**src/rtl/alu_sequencer_pkg.sv**
```systemverilog
// Shared definitions for the ALU sequencer: instruction field positions and FSM states.
// The instruction layout is also used by the assembler-side bench model.
package alu_sequencer_pkg;

  localparam int DATA_W   = 8;
  localparam int OP_W     = 4;

  localparam int OP_MSB   = 7;
  localparam int OP_LSB   = 4;
  localparam int DST_BIT  = 3;
  localparam int BSRC_BIT = 2;
  localparam int FWE_BIT  = 1;
  localparam int EMIT_BIT = 0;

  typedef enum logic [1:0] {
    IDLE = 2'd0,
    IMM  = 2'd1,
    EXEC = 2'd2,
    OUT  = 2'd3
  } seq_state_e;

endpackage

```
**src/rtl/alu_sequencer.sv**
```systemverilog
// Instruction sequencer for the external 8-bit ALU: owns ACC, X and the carry flag,
// feeds the ALU from the latched instruction and writes the result back in EXEC.
module alu_sequencer
  import alu_sequencer_pkg::*;
#(
  parameter logic [7:0] RESET_ACC = 8'h00,
  parameter logic [7:0] RESET_X   = 8'h00,
  parameter logic       RESET_C   = 1'b0
) (
  input  logic       clk,
  input  logic       rst_n,
  input  logic       in_valid,
  input  logic [7:0] in_data,
  output logic       in_ready,
  output logic       res_valid,
  output logic [7:0] res_data,
  input  logic       res_ready,
  output logic [7:0] alu_a,
  output logic [7:0] alu_b,
  output logic [3:0] alu_op,
  output logic       alu_xy,
  output logic       alu_cin,
  input  logic [7:0] alu_q,
  input  logic       alu_cout,
  output logic [7:0] acc_q,
  output logic [7:0] x_q,
  output logic       c_q
);

  seq_state_e state_q, state_d;

  logic [7:0] instr_q;
  logic [7:0] imm_q;
  logic       exec;

  logic dst, bsrc, fwe, emit;

  assign dst  = instr_q[DST_BIT];
  assign bsrc = instr_q[BSRC_BIT];
  assign fwe  = instr_q[FWE_BIT];
  assign emit = instr_q[EMIT_BIT];

  // Operands come straight from registered state, so the ALU path is settled by EXEC.
  assign alu_a   = dst ? x_q : acc_q;
  assign alu_b   = bsrc ? imm_q : (dst ? acc_q : x_q);
  assign alu_op  = instr_q[OP_MSB:OP_LSB];
  assign alu_xy  = dst;
  assign alu_cin = c_q;

  // NOTE: sequential state uses non-blocking assignments so every register samples
  // pre-edge values; blocking here would make results depend on statement order.
  always_ff @(posedge clk or negedge rst_n) begin
    if (!rst_n) state_q <= IDLE;
    else        state_q <= state_d;
  end

  // NOTE: each combinational output gets a default first, so no path leaves it
  // unassigned and no latch is inferred.
  always_comb begin
    state_d = state_q;
    case (state_q)
      IDLE:    if (in_valid) state_d = in_data[BSRC_BIT] ? IMM : EXEC;
      IMM:     if (in_valid) state_d = EXEC;
      EXEC:    state_d = emit ? OUT : IDLE;
      OUT:     if (res_ready) state_d = IDLE;
      default: state_d = IDLE;
    endcase
  end

  always_comb begin
    in_ready  = 1'b0;
    res_valid = 1'b0;
    exec      = 1'b0;
    case (state_q)
      IDLE:    in_ready  = 1'b1;
      IMM:     in_ready  = 1'b1;
      EXEC:    exec      = 1'b1;
      OUT:     res_valid = 1'b1;
      default: in_ready  = 1'b0;
    endcase
  end

  // Register file and instruction latches; a reset mid-instruction discards the
  // partial instruction by clearing both latches.
  always_ff @(posedge clk or negedge rst_n) begin
    if (!rst_n) begin
      instr_q  <= '0;
      imm_q    <= '0;
      acc_q    <= RESET_ACC;
      x_q      <= RESET_X;
      c_q      <= RESET_C;
      res_data <= '0;
    end else begin
      if (state_q == IDLE && in_valid) instr_q <= in_data;
      if (state_q == IMM && in_valid)  imm_q   <= in_data;
      if (exec) begin
        if (dst) x_q   <= alu_q;
        else     acc_q <= alu_q;
        if (fwe) c_q <= alu_cout;
        res_data <= alu_q;
      end
    end
  end

endmodule

```
**config.mk**
```make
export PLATFORM = sky130hd
export DESIGN_NAME = alu_sequencer
export DESIGN_NICKNAME = d
export VERILOG_FILES = /design/src/rtl/alu_sequencer_pkg.sv /design/src/rtl/alu_sequencer.sv
export SDC_FILE = /design/constraint.sdc
export NUM_CORES = 1
export LEC_CHECK = 0
export ABC_AREA = 1
export CORE_ASPECT_RATIO = 0.75
export CORE_UTILIZATION = 49
export DETAILED_ROUTE_END_ITERATION = 12
export GPL_TIMING_DRIVEN = 0
export HOLD_SLACK_MARGIN = 0.02
export PLACE_DENSITY = 0.85
export SLEW_MARGIN = 20
export SYNTH_ARGS = -nofsm -noshare
export SYNTH_HDL_FRONTEND = slang
export SYNTH_SLANG_ARGS = --single-unit
```
**constraint.sdc**
```tcl
create_clock -name clk -period 3.5 [get_ports clk]
set_clock_uncertainty 0.2 [all_clocks]
set_input_delay 0.35 -clock clk [delete_from_list [all_inputs] [get_ports clk]]
set_output_delay 0.35 -clock clk [all_outputs]
set_load 0.01 [all_outputs]
```
==> results.json <==
{
  "run_status": "finished, final reports clean",
  "cp_data_arrival_time_ns": 2.21,
  "finalSetupViolations": 0,
  "dieHeight_um": 57.98,
  "wirelength_um": 5156,
  "finalCritPeriodShare_pct": 78.80,
  "core-area_um2": 3827,
  "final_core_utilization_pct": 77.15,
  "swShare_pct": 39.70,
  "setup.worst_path.end_class": "output pin",
  "synth-main-ff-cell": "sky130_fd_sc_hd__dfrtp_1",
  "synth_common_cells": "sky130_fd_sc_hd__nand2_1, sky130_fd_sc_hd__dfrtp_1, sky130_fd_sc_hd__inv_1",
  "synth_top_family_by_area": "simple AND/OR/NAND/NOR gates",
  "seq_power_share_pct": 30.6,
  "tritoncts": "yes",
  "num-fill-cells": 283,
  "routabilityCongestion": 0.8355,
  "cts_sinks": 43,
  "highest_net_fanout_along_the_worst_path": 10,
  "yosysTopAreaCellShare_pct": 52.57,
  "synth_compound_gate_area_share_pct": 15.16,
  "post_cts_buffers": 0,
  "syn_area_um2": 2047,
  "timing.setup.tns_ns": 0,
  "clock_slew_seen_by_the_registers_of_the_worst_setup_and_hold_paths_ns": 0.08,
  "critical_path.reg2reg.startpoint": "instr_q[3]",
  "worstSetupPathType": "reg2out",
  "max-vdd-ir-drop_mv": 0.5812,
  "timing.fmax_mhz": 362.6,
  "cap_violations": 0,
  "sequential_to_total_area_share_from_yosys_stat_pct": 52.57,
  "timing.critical_path.required_ns": 2.95,
  "cts_buffer_depth": 2,
  "dr.pass1.iters": 5,
  "dieArea_um2": 4443,
  "power_frac_clock_pct": 13.0,
  "nets": 344,
  "diodes_inserted": 0,
  "timing_hold_violations_final": 0,
  "power_leakage_nw": 1.446,
  "vias": 1889,
  "globalRouteTotalUtil_pct": 25.85,
  "whs_ns": 0.2855,
  "grt-ovfl-total": 0,
  "post_synthesis_mean_instance_area_um2": 8.355,
  "post_synth_fa_ha_maj_area_fraction_pct": 0,
  "first_pass_grt_wire_length_um": 8694,
  "row_count": 19,
  "grt_antenna_before_repair": 0,
  "min-delay-start": "res_data[3]",
  "ys_async_sr_fraction_pct": 100.0,
  "synthSimpleGateAreaFrac_pct": 22.43,
  "cell_with_the_most_instances_after_synthesis": "sky130_fd_sc_hd__nand2_1",
  "grt_pass1_vias": 1797,
  "worst_skew_pair.late_latency_ns": 0.30,
  "power_report.internal_total_mw": 1.867,
  "detail_route.vias_per_cell": 5.024,
  "synth_xor_area_share_pct": 0,
  "critical_path.startpoint_type": "register",
  "port_buffers": 69,
  "cts_htree_levels": 2,
  "grt_setup_unrepaired": "false",
  "layout_setup_ws_ns": 0.7421,
  "synth.yosys.warnings": 0,
  "yosys_register_bits": 43,
  "pre_cts_ws_ns": 1.119,
  "syn_to_final_growth_pct": 44.25,
  "synth_top_cell_by_area": "sky130_fd_sc_hd__dfrtp_1",
  "yosysUniqueCellTypes": 19,
  "synth.top_cells.by_area": "sky130_fd_sc_hd__dfrtp_1, sky130_fd_sc_hd__nand2_1, sky130_fd_sc_hd__a21oi_1",
  "synthesis.instances": 245,
  "top_level_ports": 70,
  "muxShareOfSynthArea_pct": 0,
  "worst_slew_margin_relative_to_its_limit_pct": 63.76,
  "drive_above_1_share_pct": 11.73,
  "timing_max_transition_violations_final": 0,
  "drt.antenna.violating_nets": 0,
  "dpl.hpwl_um": 3744,
  "finalCriticalPeriod_ns": 2.758,
  "power.combinational.fraction_pct": 56.4,
  "chipWidth_um": 76.63,
  "wl_per_cell_um": 13.71,
  "total_power_mw": 3.096,
  "cts_buf_count": 5,
  "hold_path_class": "reg2reg",
  "synthesis.nets": 266,
  "ratio_of_total_power_to_cell_area_nw_per_um2": 1048,
  "critical_path.startpoint": "instr_q[3]",
  "detail_route.drc_violations": 0,
  "violation_count_after_the_first_detailed_routing_iteration": 140,
  "power_dissipated_by_switching_net_loads_mw": 1.229,
  "ctsRootBufferMaster": "sky130_fd_sc_hd__clkbuf_8",
  "synth_edf_count": 0,
  "worstMarginPinSlew_ns": 0.5436,
  "pin_count_of_the_biggest_net_entering_global_routing": 23,
  "start_util_pct": 53.48
}
-- layout make-up --
class / count / area [um^2] / share of cell area, %
sequential: 43 / 1076 / 36.44
multi-input combinational: 164 / 769.5 / 26.06
timing repair buffer: 71 / 723.2 / 24.49
buffer: 14 / 111.4 / 3.771
inverter: 24 / 90.09 / 3.051
clock buffer: 6 / 82.58 / 2.797
tap: 52 / 65.06 / 2.203
clock inverter: 2 / 35.03 / 1.186
-- registers in the layout, summed over array words and instances (netlist names) --
name,flops
imm_q,8
alu_cin,1
x_q,8
state_q,2
res_data,8
acc_q,8
instr_q,8
-- power by group through the flow --
stage / combinational (mW) / sequential, mW / clock, mW
4_1_cts: 1.75 / 0.945 / 0.404
6_report: 1.75 / 0.948 / 0.401
5_1_grt: 1.89 / 0.979 / 0.428
2_1_floorplan: 0.818 / 0.976 / 0
3_3_place_gp: 1.68 / 0.943 / 0
3_5_place_dp: 1.73 / 0.950 / 0
-- path summary, 6_finish.rpt --
| kind | endpoint | slack, ns | cells past startpoint |
|---|---|---|---|
| max | alu_b[5] | 0.74 | 5 |
| min | res_data[3] | 0.29 | 2 |
| max reg2reg | instr_q[3] | 1.91 | 4 |
| min reg2reg | res_data[3] | 0.29 | 2 |
| max in group asynchronous | res_data[6] | 2.27 | 3 |
| min in group asynchronous | state_q[1] | 0.35 | 2 |
-- repair_timing --
| item | in CTS | in global routing |
|---|---|---|
| resized for setup | 0 | 0 |
| setup endpoints to repair | 0 | 0 |
| hold buffers | 1 | 0 |
| hold endpoints to repair | 21 | 0 |
-- stage by stage --
stage                     cells  instance area (um^2)
final                       376                  2953
after global routing        376                  2953
after CTS                   376                  2953
after detailed placement    367                  2825
after global placement      366                  2803
after floorplan             245                  2047
-- metal layers --
metal / GRT usage, % / wire length [um] / vias up
met5: 0 / 0 / -
met2: 40.93 / 2295 / 78
met4: 10.44 / 59 / 0
li1: - / - / 929
met3: 7.559 / 448 / 6
met1: 34.03 / 2351 / 876
-- cells by family after synthesis --
group | after synthesis
simple gates | 108
compound gates | 56
buf+inv | 38
flops | 43
-- layout by cell type, fill, tap and decap left out --
cell,instances
sky130_fd_sc_hd__bufinv_16,1
sky130_fd_sc_hd__inv_2,3
sky130_fd_sc_hd__nand3b_1,1
sky130_fd_sc_hd__nand2_2,1
sky130_fd_sc_hd__buf_6,5
sky130_fd_sc_hd__clkinv_2,1
sky130_fd_sc_hd__dlygate4sd3_1,1
sky130_fd_sc_hd__nand2_1,88
sky130_fd_sc_hd__buf_2,3
sky130_fd_sc_hd__o21ai_2,8
sky130_fd_sc_hd__buf_16,1
sky130_fd_sc_hd__o21ai_1,16
sky130_fd_sc_hd__buf_4,5
sky130_fd_sc_hd__o21ai_0,16
sky130_fd_sc_hd__dfrtp_1,43
sky130_fd_sc_hd__inv_1,21
sky130_fd_sc_hd__nor2_1,12
sky130_fd_sc_hd__nand3_4,1
sky130_fd_sc_hd__nor2_8,1
sky130_fd_sc_hd__nand2_4,2
sky130_fd_sc_hd__nand3_1,2
sky130_fd_sc_hd__clkbuf_1,2
sky130_fd_sc_hd__clkbuf_8,6
sky130_fd_sc_hd__a21oi_1,16
sky130_fd_sc_hd__clkdlybuf4s50_1,68
-- worst max-delay path, cell delays in order, from the launching register on --
cell,delay [ns]
sky130_fd_sc_hd__dfrtp_1,0.34
sky130_fd_sc_hd__buf_2,0.25
sky130_fd_sc_hd__clkbuf_1,0.47
sky130_fd_sc_hd__a21oi_1,0.13
sky130_fd_sc_hd__a21oi_1,0.15
sky130_fd_sc_hd__clkdlybuf4s50_1,0.57
Note: power is estimated with default switching activity, not from simulation.
